File: config.mk
export PLATFORM = sky130hd
export DESIGN_NAME = mem_access_unit
export DESIGN_NICKNAME = d
export VERILOG_FILES = /design/src/rtl/mem_access_unit.sv
export SDC_FILE = /design/constraint.sdc
export NUM_CORES = 1
export LEC_CHECK = 0
export CAP_MARGIN = 15
export CORE_ASPECT_RATIO = 1.25
export CORE_MARGIN = 3
export CORE_UTILIZATION = 53
export CTS_CLUSTER_SIZE = 14
export DETAILED_ROUTE_END_ITERATION = 6
export PLACE_DENSITY_LB_ADDON = 0.1
export SYNTH_ARGS = -nofsm -noshare
export SYNTH_HDL_FRONTEND = slang
export SYNTH_SLANG_ARGS = --single-unit
File: constraint.sdc
create_clock -name clk -period 3.95 [get_ports clk]
set_input_delay 0.79 -clock clk [delete_from_list [all_inputs] [get_ports clk]]
set_output_delay 0.79 -clock clk [all_outputs]
set_load 0.05 [all_outputs]
File: src/rtl/mem_access_unit.sv
// Load/store initiator for a word-wide, big-endian data memory port.
// Sub-word stores are done as read-modify-write; bad accesses answer with an error only.
module mem_access_unit #(
  parameter logic [31:0] START = 32'h10008000,
  parameter int unsigned BYTES = 1024
) (
  input  logic        clk,
  input  logic        rstn,
  input  logic        req_valid,
  output logic        req_ready,
  input  logic        req_we,
  input  logic [1:0]  req_size,
  input  logic        req_unsigned,
  input  logic [31:0] req_addr,
  input  logic [31:0] req_wdata,
  output logic        resp_valid,
  input  logic        resp_ready,
  output logic [31:0] resp_rdata,
  output logic        resp_err,
  output logic        mem_read,
  output logic        mem_write,
  output logic [31:0] mem_addr,
  output logic [31:0] mem_wdata,
  input  logic [31:0] mem_rdata,
  output logic [1:0]  dbg_state
);

  typedef enum logic [1:0] {
    IDLE = 2'd0,
    RD   = 2'd1,
    WR   = 2'd2,
    RESP = 2'd3
  } state_t;

  state_t      r_state;
  state_t      w_next;
  logic        r_we;
  logic [1:0]  r_size;
  logic        r_unsigned;
  logic [31:0] r_addr;
  logic [31:0] r_wdata;
  logic [31:0] r_word;
  logic [31:0] r_rdata;
  logic        r_err;

  logic        w_accept;
  logic [1:0]  w_nm1;
  logic [32:0] w_last;
  logic        w_lo_ok;
  logic        w_hi_ok;
  logic        w_misalign;
  logic        w_req_err;
  logic [4:0]  w_bsh;
  logic [4:0]  w_hsh;
  logic [31:0] w_bsrc;
  logic [31:0] w_hsrc;
  logic [31:0] w_merged;
  logic [31:0] w_load;

  // Handshakes: a request transfers on a posedge where req_valid && req_ready;
  // a response transfers on a posedge where resp_valid && resp_ready. Response
  // fields never change while resp_valid is high and unacknowledged.
  assign w_accept = req_valid && (r_state == IDLE);

  // Window check uses the address of the last byte touched by the access.
  always_comb begin
    w_nm1 = 2'd0;
    case (req_size)
      2'b01:   w_nm1 = 2'd1;
      2'b11:   w_nm1 = 2'd3;
      default: w_nm1 = 2'd0;
    endcase
  end

  assign w_last     = {1'b0, req_addr} + {31'd0, w_nm1};
  assign w_lo_ok    = (req_addr >= START);
  assign w_hi_ok    = (w_last <= ({1'b0, START} + 33'(BYTES) - 33'd1));
  assign w_misalign = ((req_size == 2'b01) && req_addr[0]) ||
                      ((req_size == 2'b11) && (req_addr[1:0] != 2'b00));
  assign w_req_err  = (req_size == 2'b10) || w_misalign || !w_lo_ok || !w_hi_ok;

  // Big-endian lanes: byte offset 0 sits in [31:24], half offset 0 in [31:16].
  assign w_bsh  = {~r_addr[1:0], 3'b000};
  assign w_hsh  = r_addr[1] ? 5'd0 : 5'd16;
  assign w_bsrc = mem_rdata >> w_bsh;
  assign w_hsrc = mem_rdata >> w_hsh;

  always_comb begin
    w_merged = r_wdata;
    w_load   = mem_rdata;
    case (r_size)
      2'b00: begin
        w_merged = (mem_rdata & ~(32'h000000FF << w_bsh)) |
                   ({24'd0, r_wdata[7:0]} << w_bsh);
        w_load   = r_unsigned ? {24'd0, w_bsrc[7:0]} : {{24{w_bsrc[7]}}, w_bsrc[7:0]};
      end
      2'b01: begin
        w_merged = (mem_rdata & ~(32'h0000FFFF << w_hsh)) |
                   ({16'd0, r_wdata[15:0]} << w_hsh);
        w_load   = r_unsigned ? {16'd0, w_hsrc[15:0]} : {{16{w_hsrc[15]}}, w_hsrc[15:0]};
      end
      default: begin
        w_merged = r_wdata;
        w_load   = mem_rdata;
      end
    endcase
  end

  always_ff @(posedge clk or negedge rstn) begin
    if (!rstn) r_state <= IDLE;
    else       r_state <= w_next;
  end

  always_comb begin
    w_next = r_state;
    case (r_state)
      IDLE: begin
        if (w_accept) begin
          if (w_req_err)              w_next = RESP;
          else if (!req_we)           w_next = RD;
          else if (req_size == 2'b11) w_next = WR;
          else                        w_next = RD;
        end
      end
      RD:      w_next = r_we ? WR : RESP;
      WR:      w_next = RESP;
      RESP:    if (resp_ready) w_next = IDLE;
      default: w_next = IDLE;
    endcase
  end

  // r_word always holds the word that WR will write, so mem_wdata stays a pure register.
  always_ff @(posedge clk or negedge rstn) begin
    if (!rstn) begin
      r_we       <= 1'b0;
      r_size     <= 2'b00;
      r_unsigned <= 1'b0;
      r_addr     <= 32'd0;
      r_wdata    <= 32'd0;
      r_word     <= 32'd0;
      r_rdata    <= 32'd0;
      r_err      <= 1'b0;
    end else begin
      case (r_state)
        IDLE: begin
          if (w_accept) begin
            r_we       <= req_we;
            r_size     <= req_size;
            r_unsigned <= req_unsigned;
            r_addr     <= req_addr;
            r_wdata    <= req_wdata;
            r_rdata    <= 32'd0;
            r_err      <= w_req_err;
            if (req_we && (req_size == 2'b11) && !w_req_err) r_word <= req_wdata;
          end
        end
        RD: begin
          if (r_we) r_word  <= w_merged;
          else      r_rdata <= w_load;
        end
        default: ;
      endcase
    end
  end

  assign req_ready  = (r_state == IDLE);
  assign resp_valid = (r_state == RESP);
  assign mem_read   = (r_state == RD);
  assign mem_write  = (r_state == WR);
  assign mem_addr   = {r_addr[31:2], 2'b00};
  assign mem_wdata  = r_word;
  assign resp_rdata = r_rdata;
  assign resp_err   = r_err;
  assign dbg_state  = r_state;

endmodule

# After elaboration in Yosys (flattened, before gate mapping)
# Cells that the tools add are included.
[word_totals]
reg_bits = 135
latchBits = 0
mem_bits_rw = 0
rom_bits = 0
input_bits = 104
output_inout_bits = 103
word_cells = 77
mem_count = 0
[op_classes]
n_addsub = 1
mul = 0
div = 0
magnitude_cmp = 2
n_eq_ne = 12
shifts = 6
n_mux = 20
n_bitwise = 7
reduce_logical = 20
[ops]
columns = ["cell", "count"]
rows = [
  ["$pmux 32 s2", 4],
  ["$mux 32", 7],
  ["$and 32x32->32", 2],
  ["$not 32->32", 2],
  ["$or 32x32->32", 2],
  ["$add 32x2->33", 1],
  ["$le 33x29->1 const B", 1],
  ["$ge 32x29->1 const B", 1],
  ["$shl 16x5->32", 1],
  ["$shl 16x5->32 const A", 1],
  ["$shl 8x5->32", 1],
  ["$shl 8x5->32 const A", 1],
  ["$shr 32x5->16", 1],
  ["$shr 32x5->8", 1],
  ["$mux 2", 5],
  ["$eq 2x2->1 const B", 4],
  ["$ne 2x1->1 const B", 4],
  ["$pmux 2 s4", 1],
  ["$eq 2x1->1 const B", 3],
  ["$logic_and 1x1->1", 5],
  ["$mux 5", 1],
  ["$logic_not 2->1", 2],
  ["$logic_or 1x1->1", 4],
  ["$pmux 2 s2", 1],
  ["other kinds (8)", 12],
]

# Logic depth before layout (Yosys ltp)
# Gate-level depths: netlist of the first run.
[logic_depth]
depth_word = 11
mapped_depth = 12
depth_no_buf = 10

# Worst setup path before layout of the first run
# OpenSTA, ideal clock, no wires.
[synth_timing]
path_kind = "in2reg"
startpoint = "input req_size[0]"
endpoint = "register r_word[10], in the netlist mem_wdata[10]"
setup_time_ps = 125
arrival_time_ps = 3763
required_time_ps = 3825
path_slack_ps = 61
path_stages = 11
n_path_buf = 1
path_cell_list = "and2_1 > ha_1 > a21oi_1 > or4b_1 > or3_4 > a2111oi_4 > a211oi_1 > a211oi_1 > o41a_4 > buf_6 > mux2_4"
[synth_via]
elab_chain_cells = 10
elab_cells_between_ends = 18
classes_between = "1 x add/sub; 1 x order compare; 4 x eq/ne; 1 x mux; 11 x reduce/logical"
[synth_rtl]
columns = ["element", "line", "source"]
rows = [
  ["from (decl)", "12", "input logic [1:0] req_size,"],
  ["$eq 2x2->1 / $eq 2x1->1 (equally long branches)", "n/a", ""],
  ["$pmux 2 s2, or another cell as far along", "68", "case (req_size)"],
  ["$add 32x2->33 / $logic_or 1x1->1 (equally long branches)", "75, 78", ""],
  ["$le 33x29->1 / $logic_or 1x1->1 (equally long branches)", "77, 80", ""],
  ["$logic_not 1->1 / $logic_or 1x1->1 (equally long branches)", "80", "assign w_req_err = (req_size == 2'b10) || w_misalign || !w_lo_ok || !w_hi_ok;"],
  ["$logic_or 1x1->1", "80", ""],
  ["$logic_not 1->1", "154", "if (req_we && (req_size == 2'b11) && !w_req_err) r_word <= req_wdata;"],
  ["$logic_and 1x1->1 *", "154", ""],
  ["$ne 2x1->1 (no source line) *", "n/a", ""],
  ["$reduce_and 4->1 (no source line) *", "n/a", ""],
  ["to (signal assigned)", "154", ""],
  ["to (signal assigned)", "158", "if (r_we) r_word <= w_merged;"],
  ["to (decl)", "42", "logic [31:0] r_word;"],
]
# Every way passes the cells marked *; elsewhere a longest branch is shown, timed or not.
# A chain may end at the register's enable or synchronous reset.

# Final worst setup path of the first run
[layout_timing]
startpoint = "input req_size[0]"
endpoint = "register r_word[14], in the netlist mem_wdata[14]"
# Same word-level chain as after synthesis.

==> out/results.txt, run 1 <==
Netlist Area Pre-Place: 0.007699 mm²
Number of synthesized flops with an enable pin: 0
Final GP Congestion: 0.8957
Detailed Route WL: 23120 µm
Fill count: 1019
Actual slew at the worst max-slew pin: 1.057 ns
Yosys top cell by area: dfrtp_1
Rel. slew slack: 0.2933
Top delay family on crit path: compound AO/OA/AOI/OAI gates
GR Overflow Total: 0
Hold Path Class: in -> async
Worst hold slack: 0.4621 ns
Initial DRC count: 469
Cts bufs inserted: 17
Max-Cap Viols: 0
Final Slew Violations: 0
Worst EP arrival: 4.17 ns
Fmax: 0.2588 GHz
Synth top area share: 0.4388
# setup viols final: 0
Finished Core Util: 0.7572
DRC: 0
Worst Skew: 0.009012 ns
Die W: 113.8 µm
Pwr Density: 929.5 mW/mm²
WP data required: 4.25 ns
Clk slew on worst S/H paths: 0.06 ns
CP bufs+invs: 2
Fin nets: 1066
GRT Overall Usage: 0.2905
Avg Vias per Cell: 5.893
Antenna violation net count after detailed routing: 0
Final Cycle Share: 0.9780
DR WL met2: 12150 µm
Register area share after synthesis: 0.4388
Die height: 140.8 µm
Diode count: 0
Drt wl/cell: 20.22 µm
CTS H-tree lvls: 4
Synth Register Bits: 135
Core area: 0.01399 mm²
DIE AREA: 0.01602 mm²
Largest net degree at the start of global routing: 97
Post-synthesis async set-or-reset flop share: 1.000
Critical-path top delay cell: or4b_1
Setup Fix Bufs, Post-CTS: 0
M1 WL: 8677 µm
Worst VDD drop: 0.6255 mV
Ys flop type: dfrtp_1
IO Count: 207
DR top layer: met4
Routed vias: 6736
Area Growth Syn to Fin: 37.62%
CP Launch Type: primary input
Port Buf Inserts: 204
Hpwl dp: 17280 µm
Synth warn: 0
Crit path max fanout: 18
Share of cells above drive strength 1: 0.2097
Outcome: finished clean
Mapped Cells: 756
Post-synthesis cell type count: 60
Clock Root Buffer: clkbuf_16
Antenna violations before repair: 0
Clock sinks: 135
Leakage: 4.542 nW
Register area: 0.003379 mm²
Final Power: 9.848 mW
Maximum buffer depth of the clock tree: 2
Area of the multi-input gates: 0.003909 mm²
Syn Area/Cell: 10.18 µm²
Met3 WL: 1749 µm
Num rows: 48
Crit-path cells: clkdlybuf4s50_1 > and2_1 > ha_1 > a21oi_1 > or4b_1 > or3_4 > a2111oi_4 > a211oi_2 > o41a_4 > buf_12 > mux2_4
Fin. Hold Viols: 0
Clk_lat worst skew: 0.42 ns
CTS tree: yes
Initial DRT Pass Iterations: 5
Cells taking the most area after synthesis: dfrtp_1, mux2_2, mux2_4
Vias in the first global route: 6754
Critical Path Max Stage Delay: 0.53 ns
First-pass GRT wire length: 36310 µm
Crit Path Class: in -> reg
Initial Utilization: 0.5502
Final worst path period need: 3.863 ns
Crit. End Element: register
[layout make-up]
class	instances	share of cell area
inverters	9	0.003188
clock inverters	11	0.01370
repair buffers	252	0.2292
well taps	175	0.02067
flip-flops and latches	135	0.3190
clock buffers	21	0.04535
multi-input cells	540	0.3689
[stage by stage]
| stage | worst slack [ns] | setup TNS (ns) | cells | area (µm²) |
|---|---|---|---|---|
| 4_1_cts | 0.05945 | 0 | 1143 | 10570 |
| 5_1_grt | -0.05202 | -1.192 | 1143 | 10600 |
| 2_1_floorplan | 0.06148 | 0 | 757 | 7702 |
| 6_report | 0.08673 | 0 | 1143 | 10600 |
| 3_5_place_dp | -0.3657 | -11.47 | 1111 | 9940 |
| 3_3_place_gp | -0.3507 | -11.00 | 1111 | 9940 |
[state kept, by name, summed over array words and instances (netlist names)]
| register | count |
|---|---|
| r_we | 1 |
| r_size | 2 |
| r_addr | 32 |
| r_unsigned | 1 |
| dbg_state | 2 |
| mem_wdata | 32 |
| resp_rdata | 32 |
| resp_err | 1 |
| r_wdata | 32 |
[power breakdown]
part	internal (mW)	switching (mW)
combinational	2.17	3.37
clock	1.06	0.614
sequential	2.07	0.562
total	5.30	4.55
[metal layers]
metal  track usage  vias to the layer above
li1              -                     3106
met5             0                        -
met2        0.5172                      287
met1        0.3405                     3310
met4        0.1026                        0
met3       0.06870                       33
[path summary, 6_finish.rpt]
check | start | end | slack [ns] | cells past startpoint
max | req_size[0] | mem_wdata[14] | 0.09 | 11
min | rstn | resp_rdata[10] | 0.46 | 1
max reg2reg | r_size[0] | mem_wdata[16] | 1.25 | 6
min reg2reg | resp_rdata[27] | resp_rdata[27] | 0.48 | 2
max in group asynchronous | rstn | r_addr[14] | 2.65 | 2
min in group clk | resp_rdata[27] | resp_rdata[27] | 0.48 | 2
[placed cells by master, fill, tap and decap left out, types with 8 or more instances in the layout]
cell / count
clkbuf_16: 17
nand4_1: 8
a221oi_1: 15
mux2_2: 77
inv_1: 8
clkdlybuf4s50_1: 203
nor2b_1: 15
nand3_1: 10
mux2i_1: 17
o21ai_0: 50
buf_4: 46
nor2_1: 56
a21oi_1: 31
a31oi_1: 26
dfrtp_1: 134
nor3_1: 15
nand2_1: 92
mux2_4: 30
a22oi_1: 12
a22o_1: 8
[worst reg2reg max path: cells and delay by family, from the launching register on]
kind	cells	cell delay, ns
simple gates	2	0.99
mux	3	0.90
flops	1	0.58
compound gates	1	0.12
[timing repair]
action / 4_1_cts / 5_1_grt
hold buffers: 0 / 0
setup endpoints to repair: 0 / 32
resized for setup: 0 / 5
[logic make-up (layout without fill, tap and decap cells)]
kind of cell	after synthesis	count (layout)	share of synthesized area
compound gates	167	167	0.1429
xor+xnor	9	9	0.01024
fa+ha+maj	7	7	0.01235
buf+inv	82	293	0.05851
flops	135	135	0.4388
mux	128	128	0.2006
other cells	1	2	0.0004871
simple gates	227	227	0.1362
[synth_stat cells (3+ instances only)]
| cell type | n |
|---|---|
| mux2i_1 | 17 |
| a31oi_1 | 26 |
| xnor2_1 | 5 |
| a22o_1 | 8 |
| nor2_1 | 56 |
| mux2_2 | 77 |
| buf_6 | 3 |
| mux2_1 | 3 |
| a221oi_1 | 15 |
| buf_1 | 11 |
| a21oi_1 | 31 |
| nand3_1 | 10 |
| nor4_1 | 4 |
| and3_1 | 5 |
| mux2_4 | 30 |
| nor2b_1 | 15 |
| a22oi_1 | 12 |
| a21o_1 | 4 |
| xor2_1 | 4 |
| dfrtp_1 | 135 |
| clkbuf_1 | 27 |
| and2_1 | 4 |
| ha_1 | 6 |
| o21ai_0 | 50 |
| buf_4 | 32 |
| nand4_1 | 8 |
| nand2b_1 | 4 |
| nor3_1 | 17 |
| inv_1 | 8 |
| nand2_1 | 93 |
(Power assumes the default switching activity.)
==> run 2: changes to the inputs <==
--- a/config.mk
+++ b/config.mk
@@ -5,6 +5,7 @@
 export SDC_FILE = /design/constraint.sdc
 export NUM_CORES = 1
 export LEC_CHECK = 0
+export ABC_AREA = 0
 export CAP_MARGIN = 15
 export CORE_ASPECT_RATIO = 1.25
 export CORE_MARGIN = 3
==> results of run 2 <==
No change in the layout: final DEF, timing and power equal those of run 1.
==> run 3: changes to the inputs <==
--- a/config.mk
+++ b/config.mk
@@ -9,7 +9,7 @@
 export CAP_MARGIN = 15
 export CORE_ASPECT_RATIO = 1.25
 export CORE_MARGIN = 3
-export CORE_UTILIZATION = 53
+export CORE_UTILIZATION = 35
 export CTS_CLUSTER_SIZE = 14
 export DETAILED_ROUTE_END_ITERATION = 6
 export PLACE_DENSITY_LB_ADDON = 0.1
==> constraint.sdc (replaced) <==
create_clock -name clk -period 3.95 [get_ports clk]
set_input_delay 0.395 -clock clk [delete_from_list [all_inputs] [get_ports clk]]
set_output_delay 0.395 -clock clk [all_outputs]
set_load 0.05 [all_outputs]
==> run 3 against run 2 <==
Via count down 3.1%. Combinational power up 0.7%. Total power is 1.3% lower. Clock skew rose by 0.0013 ns. Sequential power fell by 2%. Critical path type unchanged. Critical endpoint is now mem_wdata[21]. Largest cell class unchanged. Largest power group unchanged.
==> out/results.txt, run 3 (synthesis results as in run 1) <==
Largest net degree at the start of global routing: 88 (-9.3%)
Die W: 138.7 µm (+22%)
CTS tree: yes
Fin cells: 1230 (+7.6%)
Fin. Hold Viols: 0 (unchanged)
Comb power frac: 0.574 (+0.012)
Final worst path period need: 3.563 ns (-0.3003 ns)
Clock Power Share: 0.160 (-0.010)
Vias in the first global route: 6592 (-2.4%)
Cts bufs inserted: 17 (unchanged)
Hold buffers post-CTS: 0 (unchanged)
Rel. slew slack: 0.4043 (+0.1110)
Leakage: 4.424 nW (-2.6%)
Final Power: 9.724 mW (-1.3%)
RSZ-0062 raised after global routing: no
Detailed Route WL: 24690 µm (+6.8%)
Port Buf Inserts: 204 (unchanged)
GRT Overall Usage: 0.2046 (-0.08592)
Clk slew on worst S/H paths: 0.06 ns (about the same)
Hpwl dp: 18440 µm (+6.8%)
Avg Vias per Cell: 5.309 (-9.9%)
Routed vias: 6530 (-3.1%)
Crit. End Element: register
Crit Path Class: in -> reg
Initial DRT Pass Iterations: 5 (unchanged)
Most common cell after layout, fill and taps aside: clkdlybuf4s50_1
Max-Cap Viols: 0 (unchanged)
Outcome: finished clean
Final GP Congestion: 0.8745 (-2.4%)
Diode count: 0 (unchanged)
Most frequent cells in the layout: clkdlybuf4s50_1, dfrtp_1, nand2_1
Worst VDD drop: 0.4149 mV (-34%)
CTS H-tree lvls: 4 (unchanged)
Clk_lat worst skew: 0.42 ns (about the same)
Most used cell, CP: a211oi_1
IO Count: 207 (unchanged)
Fmax: 0.2807 GHz (+8.4%)
Worst Skew: 0.01027 ns (+0.001259 ns)
Drt wl/cell: 20.07 µm (-0.76%)
Actual slew at the worst max-slew pin: 0.8868 ns (-0.1707 ns)
Net switching power: 4.581 mW (+0.68%)
Critical-path top delay cell: or4b_1
Final Cycle Share: 0.9020 (-0.07603)
Final Slew Violations: 0 (unchanged)
Place WS: -0.02788 ns (+0.3378 ns)
Clock sinks: 135 (unchanged)
CP Launch Type: primary input
Core area: 0.02155 mm² (+54%)
Clock Root Buffer: clkbuf_16
Sequential share of power: 0.266 (-0.002)
Critical Path Max Stage Delay: 0.54 ns (about the same)
Antenna violations before repair: 1 (+1)
Antenna violation net count after detailed routing: 0 (unchanged)
Pwr Density: 924.2 mW/mm² (-0.57%)
Area Growth Syn to Fin: 36.66%
Initial Utilization: 0.3573 (-0.1928)
WP data required: 4.24 ns (about the same)
Setup Fix Bufs, Post-CTS: 0 (unchanged)
Num rows: 60 (+25%)
CP Launch Point: req_size[0]
First-pass GRT wire length: 37890 µm (+4.4%)
GR Overflow Total: 0 (unchanged)
Hold Path Class: in -> async
Crit path max fanout: 17 (-1)
Internal power: 5.143 mW (-2.9%)
DRC: 0 (unchanged)
Die height: 171.8 µm (+22%)
Initial DRC count: 380 (-19%)
Number of gates resized after CTS: 0 (unchanged)
Switching portion of total power: 0.4711 (+0.009069)
Share of cells above drive strength 1: 0.1903 (-0.01938)
Setup ws final: 0.3871 ns (+0.3003 ns)
Fill count: 2055 (+100%)
Crit-path cells: clkdlybuf4s50_1 > and2_1 > ha_1 > a21oi_1 > or4b_1 > or3_4 > a2111oi_4 > a211oi_1 > a211oi_1 > o41a_4 > buf_12 > mux2_4
Fin nets: 1049 (-1.6%)
Placed insts: 1198 (+7.8%)
DIE AREA: 0.02382 mm² (+49%)
# setup viols final: 0 (unchanged)
Worst EP arrival: 3.86 ns (-0.31 ns)
R2R Path Start: r_addr[0]
Maximum buffer depth of the clock tree: 2 (unchanged)
-- run 3: cell types whose count changed in the layout (fill, tap and decap cells not counted), moves of 2 or more --
cell	before	now
buf_4	46	29
inv_6	1	5
bufinv_16	3	1
clkbuf_8	4	2
clkinv_2	3	1
nor3_1	15	17
nor3_2	2	0
-- run 3: stage by stage --
step           utilization  area (µm²)  hold slack (ns)  TNS, ns
2_1_floorplan            -        7702          0.09941        0
3_3_place_gp        0.4617        9947           0.4617        0
3_5_place_dp        0.4617        9947           0.4707  -0.3722
4_1_cts             0.4883       10520          0.07555        0
5_1_grt             0.4883       10520           0.1030        0
6_report            0.4883       10520          0.04876        0
-- run 3: worst max-delay path, delay by kind of cell --
kind | cells | cell delay (ns)
buf+inv | 2 | 0.60
compound gates | 5 | 1.15
mux | 1 | 0.32
simple gates | 3 | 1.10
fa+ha+maj | 1 | 0.27
-- run 3: power by group through the flow --
stage	Clock [mW]	Combinational (mW)	Sequential (mW)
2_1_floorplan	0	3.04	3.55
3_3_place_gp	0	5.58	2.60
3_5_place_dp	0	5.61	2.62
4_1_cts	1.60	5.63	2.60
5_1_grt	1.66	5.93	2.69
6_report	1.56	5.58	2.59
-- run 3: final cells by class --
class,count,area [µm²],share of cell area
multi-input combinational,540,3884,0.3691
clock buffer,20,456.7,0.04341
clock inverter,12,117.6,0.01118
inverter,9,33.78,0.003211
sequential,135,3379,0.3212
timing repair buffer,235,2301,0.2187
tap,279,349.1,0.03318
-- run 3: worst paths after layout --
check	endpoint	slack (ns)	depth (start not counted)
max	mem_wdata[21]	0.39	12
min	resp_rdata[20]	0.05	1
max reg2reg	mem_wdata[18]	1.38	6
min reg2reg	resp_rdata[24]	0.47	2
max in group asynchronous	r_wdata[30]	3.01	2
min in group clk	resp_rdata[24]	0.47	2
-- run 3: per-layer routing --
| layer | GRT usage | wire length [µm] | vias to the layer above |
|---|---|---|---|
| met2 | 0.3605 | 12360 | 246 |
| met5 | 0 | 11 | - |
| met4 | 0.07532 | 690 | 2 |
| met1 | 0.2409 | 10090 | 3174 |
| li1 | - | - | 3069 |
| met3 | 0.05562 | 1540 | 39 |
==> patch 1: new RTL, config.mk and constraints of run 2 <==
Put one more register stage on the output `dbg_state`, without a reset. The value now appears one clock later. The other outputs are not delayed to match.
--- a/src/rtl/mem_access_unit.sv
+++ b/src/rtl/mem_access_unit.sv
@@ -171,7 +171,9 @@
   assign mem_wdata  = r_word;
   assign resp_rdata = r_rdata;
   assign resp_err   = r_err;
-  assign dbg_state  = r_state;
+  always_ff @(posedge clk) begin
+    dbg_state <= r_state;
+  end
 
 endmodule
 
Check against the original RTL: not equivalent (Yosys sat finds a counterexample within 4 cycles, from zero or initial values and one cycle with rstn low).
==> patch 1 against run 2 <==
The run now ends with DRC left; sequential cell count increased by 2; critical endpoint is now mem_wdata[18]; power rose by 0.49%; die area decreased by 0.40%; routed wire length rose by 3.7%; area after synthesis is 0.42% lower; setup slack improved by 0.053 ns; sequential power is 2% lower; first-iteration DRC count increased by 35%; final area rose by 0.73%; clock skew is 0.0011 ns lower; via count grew 0.34%.
==> patch 1: results (changes against run 2) <==
DRT_PASS1_ITERATIONS=7  # +2
WORST_SLEW_MARGIN_REL=0.2787  # -0.01460
ACHIEVABLE-FREQUENCY_GHz=0.2625  # +1.4%
FIRST_ITER_VIOLATIONS=632  # +35%
SLOWEST_STAGE='sky130_fd_sc_hd__or4b_4'
RUN_STATUS='finished, violations left'
POSTROUTEWIRELENGTH_MM=23.97  # +3.7%
CRIT_PATH_MAX_FANOUT=6  # -12
POWER.IR.VDD_WORST_uV=628.5  # +0.49%
TOTAL_LEAKAGE_POWER_nW=4.621  # +1.7%
VIA_COUNT_OF_THE_FIRST_GLOBAL_ROUTING_PASS=6882  # +1.9%
SYNTH.AREA.MUX_SHARE=0.1929  # -0.007636
ROUTED-VIA-COUNT=6759  # +0.34%
SHARE_OF_SYNTHESIZED_AREA_OCCUPIED_BY_FLIP_FLOPS_AND_LATCHES=0.4459  # +0.007085
ADDER_CELL_AREA_SHARE_OF_THE_YOSYS_NETLIST=0.01240  # +0.00005241
GRT_PASS1_WL_MM=36.82  # +1.4%
CRITICAL_PATH.REG2REG.STARTPOINT='r_state[1]'
R2R_END='mem_wdata[18]'
POST_SYNTH.CELL_AREA_AVG_UM2=10.24  # +0.51%
REMAINING_DRC_ERRORS=2  # +2
PLACED_CELL_AREA_MM2=0.009874  # -0.65%
SYNTH_COMPOUND_GATE_AREA_SHARE=0.1400  # -0.002821
DETAIL_ROUTE.VIAS_PER_CELL=5.934  # +0.69%
FINALHOLDWORSTSLACK_NS=0.4428  # -0.01930 ns
PROPORTION_OF_LAYOUT_CELLS_WITH_A_DRIVE_SUFFIX_ABOVE_1=0.2178  # +0.008132
FAILING_CHECKS='DRC'
YS_TOP_CELLS_BY_AREA='sky130_fd_sc_hd__dfrtp_1, sky130_fd_sc_hd__mux2_2, sky130_fd_sc_hd__mux2_4'
-- patch 1: cell types whose count changed after synthesis, sizes merged, moves of 4 or more --
cell / run 2 / this run
clkbuf: 27 / 35
mux2: 110 / 106
and4: 0 / 5
a31oi: 26 / 22
nor3: 17 / 12
buf: 46 / 39
o21ai: 51 / 56
-- patch 1: power breakdown --
group          internal [mW]  switching (mW)  total, mW  leakage [nW]
clock                   1.09           0.660       1.75         0.311
sequential              2.08           0.512       2.59          1.66
combinational           2.16            3.39       5.56          2.65
total                   5.33            4.57       9.90          4.62
-- patch 1: worst register-to-register path, stage by stage (launching register included) --
cell and delay (ns):
sky130_fd_sc_hd__dfrtp_1 0.42, sky130_fd_sc_hd__inv_1 0.12, sky130_fd_sc_hd__ha_1 0.37, sky130_fd_sc_hd__nand2_4 0.27, sky130_fd_sc_hd__or4b_4 0.60, sky130_fd_sc_hd__o21ai_4 0.32
sky130_fd_sc_hd__clkbuf_16 0.24, sky130_fd_sc_hd__mux2_4 0.30
-- patch 1: final cells by class --
class / instances / area, um2
fill: 974 / 3321
clock inverter: 14 / 207.7
tap: 175 / 219.0
inverter: 12 / 45.04
clock buffer: 18 / 439.2
multi-input combinational: 527 / 3816
sequential: 137 / 3420
timing repair buffer: 256 / 2526
-- patch 1: how the worst min path moves through the flow --
stage                     from            to
global route        r_state[1]  dbg_state[1]
detailed placement  r_state[0]  dbg_state[0]
CTS                 r_state[0]  dbg_state[0]
global placement    r_state[1]  dbg_state[1]
floorplan           r_state[1]  dbg_state[1]
finish              r_state[0]  dbg_state[0]
-- patch 1: layer usage --
layer  wire length, um  part of all wire  global-route usage
met1              9119              0.38              0.3556
met2             12270              0.51              0.5107
met3              1868             0.078             0.07174
met4               711             0.030              0.1044
met5                 0                 0                   0
==> patch 2: new RTL, flow settings as in run 2 <==
Without the edit above. `START`: 32'h10008000 -> 32'h0C006000.
--- a/src/rtl/mem_access_unit.sv
+++ b/src/rtl/mem_access_unit.sv
@@ -1,7 +1,7 @@
 // Load/store initiator for a word-wide, big-endian data memory port.
 // Sub-word stores are done as read-modify-write; bad accesses answer with an error only.
 module mem_access_unit #(
-  parameter logic [31:0] START = 32'h10008000,
+  parameter logic [31:0] START = 32'h0C006000,
   parameter int unsigned BYTES = 1024
 ) (
   input  logic        clk,
Behaviour: not the same (a bounded check fails within 4 cycles, from zero or initial values and one cycle with rstn low).
==> patch 2 against run 2 <==
Sequential share of layout area is 0.17 points lower; routed wire length up 3.2%; final area rose by 0.54%; area after synthesis down 1.0%; via count is 0.21% higher; combinational power rose by 9.7%; power up 3.7%; non-clock buffer count rose by 9; clock power is 4% lower; setup slack improved by 0.024 ns; sequential cell count unchanged.
==> patch 2: results (changes against run 2) <==
POWER.NET_SWITCHING_mW=4.710  # +3.5%
SETUP_SLACK_OF_THE_MOST_CRITICAL_REG_TO_REG_PATH_NS=1.22  # -0.03 ns
POST_SYNTH.CELL_AREA_AVG_UM2=10.19  # about the same
CRIT_PATH_MAX_FANOUT=8  # -10
MET3_LENGTH_MM=1.620  # -7.4%
R2R_END='mem_wdata[21]'
ROUTED-VIA-COUNT=6750  # +0.21%
CRITICAL_PATH.MAX_STAGE_DELAY_NS=0.50  # -0.03 ns
ADDER_CELL_AREA_SHARE_OF_THE_YOSYS_NETLIST=0.01248  # +0.0001298
FIRST_ITER_VIOLATIONS=533  # +14%
DETAIL_ROUTE.VIAS_PER_CELL=5.895  # about the same
GLOBAL_ROUTE.USAGE.MET2=0.5237  # +0.006500
POSTROUTEWIRELENGTH_MM=23.87  # +3.2%
RUN_STATUS='finished, final reports clean'
PROPORTION_OF_LAYOUT_CELLS_WITH_A_DRIVE_SUFFIX_ABOVE_1=0.2320  # +0.02225
GRTUSAGEMET1=0.3524  # +0.01183
GRT_PASS1_WL_MM=37.63  # +3.6%
PLACED_CELL_AREA_MM2=0.009896  # -0.44%
HP-CLASS='flip-flop to flip-flop'
SYNTH.CELLS.MOST_FREQUENT='sky130_fd_sc_hd__dfrtp_1, sky130_fd_sc_hd__nand2_1, sky130_fd_sc_hd__mux2_2'
YS_TOP_CELLS_BY_AREA='sky130_fd_sc_hd__dfrtp_1, sky130_fd_sc_hd__mux2_2, sky130_fd_sc_hd__mux2_4'
MET1_LENGTH_MM=8.980  # +3.5%
HPWL_MM=17.23  # -0.25%
SYNTH_CELL_TYPES=63  # +5.0%
WORST_SLEW_MARGIN_REL=0.2680  # -0.02525
SYNTH.AREA.MUX_SHARE=0.1997  # -0.0008482
patch 2: cell types whose count changed in the layout (fill, tap and decap cells not counted), sizes merged, moves of 3 or more:
cell	before	now
buf	49	62
inv	9	19
nor2	56	63
nor3	17	10
clkbuf	21	17
clkdlybuf4s50	203	199
nand3	10	6
xnor2	5	1
nand2	93	96
patch 2: what timing repair did:
item / CTS / global route
resized for setup: 31 / 2
hold buffers: 0 / 0
setup endpoints to repair: 32 / 32
pin swaps: 7 / 4
buffers inserted: 4 / 1
gates cloned: 3 / 0
patch 2: area by class of cell:
| type | instances | area [um2] |
|---|---|---|
| Clock buffer | 17 | 425.4 |
| Clock inverter | 15 | 163.9 |
| Fill cell | 966 | 3281 |
| Inverter | 13 | 48.80 |
| Multi-Input combinational cell | 529 | 3844 |
| Sequential cell | 135 | 3379 |
| Tap cell | 175 | 219.0 |
| Timing Repair Buffer | 261 | 2572 |
